**src/rtl/glitchless_mux_ctrl_if.sv**
```systemverilog
// -----------------------------------------------------------------------------
// glitchless_mux_ctrl_if
//
// Purpose:
//   Request handshake between a clock-switch requester and the
//   glitchless_mux_ctrl sequencer. A request transfers on a rising edge of the
//   controller clock where req_valid && req_ready.
//
// Signals:
//   req_valid  requester -> controller  switch request valid
//   req_sel    requester -> controller  requested clock (0 = clk1, 1 = clk2)
//   req_ready  controller -> requester  controller can accept a request
//
// Modports:
//   master  requester side (drives req_valid / req_sel)
//   slave   controller side (drives req_ready)
// -----------------------------------------------------------------------------
interface glitchless_mux_ctrl_if;

    logic req_valid;
    logic req_sel;
    logic req_ready;

    modport master (
        output req_valid,
        output req_sel,
        input  req_ready
    );

    modport slave (
        input  req_valid,
        input  req_sel,
        output req_ready
    );

endinterface : glitchless_mux_ctrl_if

```
**src/rtl/glitchless_mux_ctrl.sv**
```systemverilog
// -----------------------------------------------------------------------------
// glitchless_mux_ctrl
//
// Purpose:
//   Switch sequencer for a 2:1 glitch-free clock mux. Runs on an always-on
//   reference clock, accepts switch requests over a valid/ready handshake,
//   refuses to switch to a clock reported dead, and after changing the mux
//   select waits SETTLE_CYCLES reference cycles (enough for the mux's
//   two-stage synchronisers in both clock domains) before reporting completion.
//
// Parameters:
//   SETTLE_CYCLES  clk cycles from a select change to done (>= 2)
//   CNT_W          settle counter width (derived, do not override)
//
// Ports:
//   clk        in   reference clock, always running
//   rst        in   asynchronous active-high reset
//   req_if     slave modport: req_valid / req_sel in, req_ready out
//   tgt_alive  in   per-clock liveness, bit0 = clk1, bit1 = clk2 (clk domain)
//   sel        out  select to the mux
//   cur_sel    out  last completed selection
//   busy       out  switch in progress
//   done       out  one-cycle pulse: switch completed or no-op accepted
//   err        out  one-cycle pulse: request rejected or switch aborted
// -----------------------------------------------------------------------------
module glitchless_mux_ctrl #(
    parameter int SETTLE_CYCLES = 16,
    parameter int CNT_W         = $clog2(SETTLE_CYCLES + 1)
) (
    input  logic                        clk,
    input  logic                        rst,
    glitchless_mux_ctrl_if.slave        req_if,
    input  logic [1:0]                  tgt_alive,
    output logic                        sel,
    output logic                        cur_sel,
    output logic                        busy,
    output logic                        done,
    output logic                        err
);

    typedef enum logic [0:0] {
        ST_IDLE   = 1'b0,
        ST_SWITCH = 1'b1
    } state_t;

    // Counter reload value: the completing edge is the one that sees cnt==0,
    // so loading SETTLE_CYCLES-1 gives exactly SETTLE_CYCLES busy cycles.
    localparam logic [CNT_W-1:0] CNT_LOAD = CNT_W'(SETTLE_CYCLES - 1);
    localparam logic [CNT_W-1:0] CNT_ZERO = {CNT_W{1'b0}};

    // Registered state
    state_t           state_r;
    logic [CNT_W-1:0] cnt_r;
    logic             sel_r;
    logic             cur_sel_r;
    logic             busy_r;
    logic             done_r;
    logic             err_r;

    // Next-state values
    state_t           state_s;
    logic [CNT_W-1:0] cnt_s;
    logic             sel_s;
    logic             cur_sel_s;
    logic             busy_s;
    logic             done_s;
    logic             err_s;
    logic             accept_s;

    // Handshake: ready only while idle; acceptance is the valid/ready overlap.
    always_comb begin
        req_if.req_ready = (state_r == ST_IDLE);
        accept_s         = req_if.req_valid && (state_r == ST_IDLE);
    end

    // Next-state and next-output decode for the switch sequencer.
    always_comb begin
        state_s   = state_r;
        cnt_s     = cnt_r;
        sel_s     = sel_r;
        cur_sel_s = cur_sel_r;
        done_s    = 1'b0;
        err_s     = 1'b0;

        case (state_r)
            ST_IDLE: begin
                if (accept_s) begin
                    if (req_if.req_sel == cur_sel_r) begin
                        // Already on the requested clock: acknowledge, no change.
                        done_s = 1'b1;
                    end else if (!tgt_alive[req_if.req_sel]) begin
                        // Never hand the mux to a clock that is not running.
                        err_s = 1'b1;
                    end else begin
                        sel_s   = req_if.req_sel;
                        cnt_s   = CNT_LOAD;
                        state_s = ST_SWITCH;
                    end
                end else begin
                    state_s = ST_IDLE;
                end
            end

            ST_SWITCH: begin
                if (!tgt_alive[sel_r]) begin
                    // Target died mid-handover: fall back to the source clock,
                    // which the mux still owns or can reclaim glitch-free.
                    sel_s   = cur_sel_r;
                    cnt_s   = CNT_ZERO;
                    err_s   = 1'b1;
                    state_s = ST_IDLE;
                end else if (cnt_r == CNT_ZERO) begin
                    cur_sel_s = sel_r;
                    done_s    = 1'b1;
                    state_s   = ST_IDLE;
                end else begin
                    cnt_s = cnt_r - {{(CNT_W-1){1'b0}}, 1'b1};
                end
            end

            default: begin
                // Unreachable encoding: return to a known-safe idle state.
                state_s = ST_IDLE;
                cnt_s   = CNT_ZERO;
                sel_s   = cur_sel_r;
            end
        endcase

        busy_s = (state_s == ST_SWITCH);
    end

    // State, counter and output registers; reset drops sel to clk1 at once.
    always_ff @(posedge clk or posedge rst) begin
        if (rst) begin
            state_r   <= ST_IDLE;
            cnt_r     <= CNT_ZERO;
            sel_r     <= 1'b0;
            cur_sel_r <= 1'b0;
            busy_r    <= 1'b0;
            done_r    <= 1'b0;
            err_r     <= 1'b0;
        end else begin
            state_r   <= state_s;
            cnt_r     <= cnt_s;
            sel_r     <= sel_s;
            cur_sel_r <= cur_sel_s;
            busy_r    <= busy_s;
            done_r    <= done_s;
            err_r     <= err_s;
        end
    end

    // Drive output ports from their registers.
    always_comb begin
        sel     = sel_r;
        cur_sel = cur_sel_r;
        busy    = busy_r;
        done    = done_r;
        err     = err_r;
    end

endmodule : glitchless_mux_ctrl

```
**src/flat_wrapper.sv**
```systemverilog
// flat-port wrapper written by rule: the top's interface ports become plain ports
module glitchless_mux_ctrl_flat 
#(
    parameter int SETTLE_CYCLES = 16,
    parameter int CNT_W         = $clog2(SETTLE_CYCLES + 1)
)
  (clk, rst, tgt_alive, sel, cur_sel, busy, done, err, req_if_req_valid, req_if_req_sel, req_if_req_ready);
  glitchless_mux_ctrl_if req_if_i ();
  input  logic clk;
  input  logic rst;
  input  logic [1:0] tgt_alive;
  output logic sel;
  output logic cur_sel;
  output logic busy;
  output logic done;
  output logic err;
  input wire logic [$bits(req_if_i.req_valid)-1:0] req_if_req_valid;
  input wire logic [$bits(req_if_i.req_sel)-1:0] req_if_req_sel;
  output wire logic [$bits(req_if_i.req_ready)-1:0] req_if_req_ready;
  assign req_if_i.req_valid = req_if_req_valid;
  assign req_if_i.req_sel = req_if_req_sel;
  assign req_if_req_ready = req_if_i.req_ready;
  glitchless_mux_ctrl #(.SETTLE_CYCLES(SETTLE_CYCLES), .CNT_W(CNT_W)) u_core (.clk(clk), .rst(rst), .req_if(req_if_i), .tgt_alive(tgt_alive), .sel(sel), .cur_sel(cur_sel), .busy(busy), .done(done), .err(err));
endmodule
```
**config.mk**
```make
export PLATFORM = sky130hd
export DESIGN_NAME = glitchless_mux_ctrl_flat
export DESIGN_NICKNAME = d
export VERILOG_FILES = /design/src/rtl/glitchless_mux_ctrl_if.sv /design/src/rtl/glitchless_mux_ctrl.sv /design/src/flat_wrapper.sv
export SDC_FILE = /design/constraint.sdc
export NUM_CORES = 1
export LEC_CHECK = 0
export BUFFER_PORTS_ARGS = -buffer_cell sky130_fd_sc_hd__clkbuf_2
export CORE_MARGIN = 8
export CORE_UTILIZATION = 25
export CTS_CLUSTER_SIZE = 25
export DETAILED_ROUTE_END_ITERATION = 8
export PLACE_DENSITY = 0.49
export SYNTH_ARGS = -nofsm -noshare
export SYNTH_HDL_FRONTEND = slang
export SYNTH_SLANG_ARGS = --single-unit
```
**constraint.sdc**
```tcl
create_clock -name clk -period 4.54 [get_ports clk]
set_input_delay 0.454 -clock clk [delete_from_list [all_inputs] [get_ports clk]]
set_output_delay 0.454 -clock clk [all_outputs]
set_load 0.01 [all_outputs]
```
==> results of run 1 <==
## flip-flops by register name, indices dropped and copies added (netlist names)
register        cells
u_core.err          1
u_core.state_r      1
u_core.sel          1
u_core.cur_sel      1
u_core.cnt_r        5
u_core.done         1
## where the power goes
part | internal (W) | switching (W)
registers | 0.000120 | 0.0000434
logic | 0.0000725 | 0.0000742
clock network | 0.0000305 | 0.0000272
## worst max-delay path, stage by stage (launching register included)
cell,delay (ps)
dfrtp_1,610
inv_1,210
clkbuf_2,180
## cells in the final DEF (no fill, tap or decap), types with 3 or more instances in the layout
cell,count
clkbuf_2,11
clkbuf_4,3
dfrtp_1,10
inv_1,6
nand2b_1,3
nand3_1,4
o211ai_1,4
## layout make-up
class | count | area [um^2]
Inverter | 6 | 22.52
Clock buffer | 3 | 22.52
Sequential cell | 10 | 250.2
Timing Repair Buffer | 11 | 55.05
Tap cell | 28 | 35.03
Multi-Input combinational cell | 40 | 325.3
Fill cell | 250 | 1544
## kinds of logic after synthesis
family,Yosys count
fa+ha+maj,1
mux,3
simple gates,21
compound gates,15
buf+inv,7
flops,10
## through the flow
stage,hold slack (ps),utilization,instances
3_3_place_gp,436.3,0.3052,95
4_1_cts,148.1,0.3152,98
2_1_floorplan,294.2,-,57
3_5_place_dp,437.0,0.3052,95
6_report,137.8,0.3152,98
5_1_grt,177.1,0.3152,98
## layer usage
| layer | vias to the layer above | GRT usage |
|---|---|---|
| li1 | 249 | - |
| met1 | 223 | 0.06910 |
| met2 | 8 | 0.1068 |
| met3 | 2 | 0.04407 |
| met4 | 0 | 0.02725 |
| met5 | - | 0 |
## how the worst min path moves through the flow
stage,from,to,slack (ps),cells past startpoint
after detailed placement,rst,u_core.cnt_r[3]$_DFFE_PP0P_,440,2
after CTS,rst,u_core.cnt_r[1]$_DFFE_PP0P_,150,2
after global routing,rst,u_core.cnt_r[1]$_DFFE_PP0P_,180,2
after floorplan,rst,u_core.cnt_r[0]$_DFFE_PP0P_,290,1
final,rst,u_core.cnt_r[1]$_DFFE_PP0P_,140,2
after global placement,rst,u_core.cnt_r[0]$_DFFE_PP0P_,440,2
==> impl_results.md, run 1 <==
* Synth Area in Compound Gates at 0.1950
* Die W at 65.12 um
* CTS tree: done
* Post-synth top cells: dfrtp_1 (10), inv_1 (6), nand3_1 (4), o211ai_1 (4), nand2b_1 (3)
* Ports at 12
* Final ANT Viol Nets at 0
* Ys flop type: dfrtp_1
* Yosys top cell by area: dfrtp_1
* DRC violations left at 0
* Avg Cell Area, Syn at 10.58 um^2
* Data required, critical path at 4090 ps
* Hold WC Path Type: primary input to async pin
* Final WL at 1285 um
* Synthesized instance count at 57
* Wire per inst at 13.11 um
* Mapped cell area at 603.1 um^2
* Port bufs at 11
* Clock latency at the later pin of the worst-skew pair at 260 ps
* Main combinational cell family by area after synthesis: simple AND/OR/NAND/NOR gates
* Max Freq at 0.5839 GHz
* Leakage at 0.3181 nW
* Slew Limit Headroom at 0.7064
* Reg2Reg Depth at 5
* Max_cap viols at 0
* Iter 0 DRT Violations at 4
* Met1 Wirelength at about 580 um
* Postcts setup bufs at 0
* Rows at 17
* Final hold vios at 0
* WL met3 at 84 um
* Tightest Pin Transition at between 400 and 500 ps
* Vias in the first global route at 490
* Pwr dens at just over 500 nW/um^2
* Remaining global-route overflow at 0
* Worst setup startpoint: u_core.state_r$_DFF_PP0_
* Die height at 65.12 um
* RSZ-0062 raised after global routing: no
* Overall Global Routing Usage at 0.06725
* R2R Setup Slk at 2970 ps
* Status: completed
* Post-route worst setup slack at 2827 ps
* Pre-CTS WS at 2962 ps
* # setup viols final at 0
* Syn nets at 64
* Synth-to-Final Area Change at 17.84%
* Synth area leaders: dfrtp_1 (41%), mux2_4 (5.0%), o211ai_1 (5.0%), o221ai_2 (5.0%), inv_1 (3.7%)
* CTS clk-pin slew, worst paths at roughly 60 ps
* H-tree levels at 1
* Most frequent cell after synthesis: dfrtp_1
* Placed cell area at 688.2 um^2
* Mux contribution to synthesized area at 0.06639
* Ys Warns at 0
* Clock skew at 4.732 ps
* Post-CTS resize count at 0
* Post-Synth Adder-Cell Area at 0.02075
* Pin count of the biggest net entering global routing at 15
* Total via count in the routed design at approximately 480
* Register area share after synthesis at 0.4149
* Clock sink total at 10
* TritonCTS Buffers at 3
* Crit Path Category: register to primary output
* Pre-antenna DRT Iters at 4
* Initial core utilization at 0.2675
* XOR/XNOR share of the synthesized area at 0
* Hold_buf cts at 0
* Crit path arrival time at 1260 ps
* Antenna violations before repair at 0
* Finished Cell Area at about 710 um^2
* Nets at between 70 and 80
* N_diodes at 0
* CTS Buffer Depth at 2
* CP Launch Type: register
* Met2 WL post-DR at 607 um
* Number of synthesized flops with an enable pin at 0
* Max FO, Critical Path at 14
* Synth Area in Simple Gates at 0.2573
* Top routing layer used: met4
* VDD IR-drop max at 0.1798 mV
* Tmin final at 1713 ps
* Post-synth ARST share at 1.000
* Top-area cell type share of the netlist area at 0.4149
* Reg2reg end: u_core.cur_sel$_DFFE_PP0P_
* Distinct cell type count after synthesis at 28
* Setup TNS at 0 ps
* Fin. max-slew vios at 0
* First-pass GRT wire length at 2180 um
* Share of layout cells above drive strength 1 at 0.3286
* Synth Register Bits at 10
* Post-DP HPWL at 1014 um
* Core ar. at 2255 um^2
* Via density at 4.918
* GP Congestion at 0.7922
* R2R Path Start: u_core.cnt_r[0]$_DFFE_PP0P_
* Final worst-path cycle share at 0.3773
* Root Driver: clkbuf_4
* Die ar. at 4240 um^2
* Total Power at 0.0003681 W
* Setup crit end kind: primary output
* Setup crit end: req_if_req_ready
Power figures use the tool's default switching activity.
==> run 2, diff against run 1 <==
Settings changed: PLACE_DENSITY 0.49 to 0.5.
Clock period 4.54 ns to 1.5 ns, I/O delays scaled along.
==> impl_results.md, run 2 (synthesis results as in run 1) <==
* Most frequent cells in the layout: clkbuf_2 (11), dfrtp_1 (10), buf_4 (7)
* # setup viols final at 0 (unchanged)
* Switching power at 0.0005252 W (+260%)
* Tmin final at 1451 ps
* Final worst-path cycle share at 0.9671
* H-tree levels at 1 (unchanged)
* Data required, critical path at 1630 ps (-2460 ps)
* Overall Global Routing Usage at 0.07188 (+0.004629)
* Setup TNS at 0 ps (unchanged)
* Setup crit end kind: register
* Final hold vios at 0 (unchanged)
* Total via count in the routed design at 536 (+11%)
* Crit Path Category: register to register
* First-pass GRT wire length at 2463 um (+13%)
* Vias in the first global route at 553 (+13%)
* Nets at 87 (+10%)
* CP Launch Type: register
* CTS tree: done
* CTS Buffer Depth at 2 (unchanged)
* Die W at 65.12 um (unchanged)
* DRC violations left at 0 (unchanged)
* Switching Share at 0.3889 (-0.004695)
* Crit-path leading delay family: simple AND/OR/NAND/NOR gates
* CTS clk-pin slew, worst paths at 60 ps (about the same)
* Pin count of the biggest net entering global routing at 12 (-3)
* N_diodes at 0 (unchanged)
* Int Power at 0.0008253 W (+270%)
* Final ANT Viol Nets at 0 (unchanged)
* Min-delay src: req_if_req_valid
* Rows at 17 (unchanged)
* Logic pwr share at 0.508 (+0.109)
* Critical path's slowest cell: or4b_4
* Crit path depth at 5 (+3)
* Fin. max-slew vios at 0 (unchanged)
* Reg2Reg Depth at 5 (unchanged)
* Max reg flops at 5 (unchanged)
* Port bufs at 11 (unchanged)
* Clock skew at 1.540 ps (-3.192 ps)
* Max FO, Critical Path at 3 (-11)
* VDD IR-drop max at 0.7472 mV (+320%)
* Antenna violations before repair at 0 (unchanged)
* Initial core utilization at 0.2675 (unchanged)
* Seq. cell area at 250.2 um^2 (unchanged)
* Core ar. at 2255 um^2 (unchanged)
* Ports at 12 (unchanged)
* Wire per inst at 14.23 um (+8.5%)
* Tightest Pin Transition at 399.9 ps (-40.56 ps)
* Pwr dens at 1684 nW/um^2 (+230%)
* Max Freq at 0.6894 GHz
* Slew Limit Headroom at 0.7331 (+0.02674)
* Crit path arrival time at 1580 ps (+320 ps)
* GP Congestion at 0.7874 (-0.61%)
* Post-DP HPWL at 1060 um (+4.5%)
* Hold path depth at 2
* Share of layout cells above drive strength 1 at 0.4231 (+0.09451)
* R2R Path Start: u_core.cnt_r[1]$_DFFE_PP0P_
* Worst path buffer plus inverter count at 1 (-1)
* Leakage at 0.3577 nW (+12%)
* Die ar. at 4240 um^2 (unchanged)
* Via density at 5.057 (+2.8%)
* Worst path max stage delay at 500 ps (-110 ps)
* Seq pwr share at 0.362 (-0.083)
* Clock latency at the later pin of the worst-skew pair at 260 ps (about the same)
* Area of the multi-input gates at 354.1 um^2 (+8.8%)
* Max_cap viols at 0 (unchanged)
* Hold WC Path Type: primary input to register
* Status: completed
* Final WL at 1508 um (+17%)
* Pre-antenna DRT Iters at 4 (unchanged)
* Worst setup startpoint: u_core.cnt_r[1]$_DFFE_PP0P_
* Biggest register: u_core.cnt_r
* Clock share of power at 0.130 (-0.027)
* Worst path cell trace: inv_2 -> ha_4 -> or4b_4 -> nand4_1 -> o211ai_1
* Most common cell after layout, fill and taps aside: clkbuf_2
* Remaining global-route overflow at 0 (unchanged)
* Hold WS at 198.0 ps (+60.12 ps)
* Total Power at 0.001351 W (+270%)
* Clock sink total at 10 (unchanged)
* Root Driver: clkbuf_4
* Die height at 65.12 um (unchanged)
* Synth-to-Final Area Change at 32.99%
* RSZ-0062 raised after global routing: no
* TritonCTS Buffers at 3 (unchanged)
* Layout fillers at 250 (unchanged)
* Iter 0 DRT Violations at 6 (+2)
==> run 2: routing by layer <==
metal  global-route usage  share of wire  vias up
met3              0.03729          0.050        0
met2               0.1143           0.49       10
met1              0.08416           0.46      263
li1                     -              -      263
met5                    0              0        -
met4              0.01635              0        0
==> run 2: final timing paths <==
path	slack, ps	to
setup / recovery	50	u_core.cnt_r[3]$_DFFE_PP0P_
max in group asynchronous	820	u_core.done$_DFF_PP0_
setup reg to reg	50	u_core.cnt_r[3]$_DFFE_PP0P_
hold / removal	200	u_core.err$_DFF_PP0_
min in group asynchronous	400	u_core.cnt_r[1]$_DFFE_PP0P_
hold reg to reg	610	u_core.cnt_r[4]$_DFFE_PP0P_
==> run 2: through the flow <==
stage	utilization	setup WS [ps]	cell area, um^2	std cells
3_5_place_dp	0.3252	9.737	733.2	101
6_report	0.3557	49.38	802.0	106
4_1_cts	0.3430	0.07983	773.2	105
5_1_grt	0.3557	7.785	802.0	106
2_1_floorplan	-	59.23	603.1	57
3_3_place_gp	0.3252	10.52	733.2	101
==> run 2: final cells by class <==
| type | instances | share of cell area |
|---|---|---|
| repair buffers | 19 | 0.1466 |
| well taps | 28 | 0.04368 |
| multi-input cells | 40 | 0.4415 |
| flip-flops and latches | 10 | 0.3120 |
| clock buffers | 3 | 0.02808 |
| inverters | 6 | 0.02808 |
==> run 2: timing repair <==
action                                  in CTS  in global routing
cloned                                       0                  0
endpoints found under the hold margin       10                  0
hold buffers                                 1                  0
endpoints found under the setup margin       1                  6
pin swaps                                    0                  2
setup buffers                                0                  1
gates resized for setup                      1                  5
==> run 2: power groups by stage <==
stage               Sequential [W]  Combinational (W)  Clock, W
global placement          0.000472           0.000593         0
finish                    0.000488           0.000686  0.000176
global route              0.000506           0.000751  0.000199
floorplan                 0.000472           0.000347         0
detailed placement        0.000471           0.000590         0
CTS                       0.000467           0.000607  0.000189
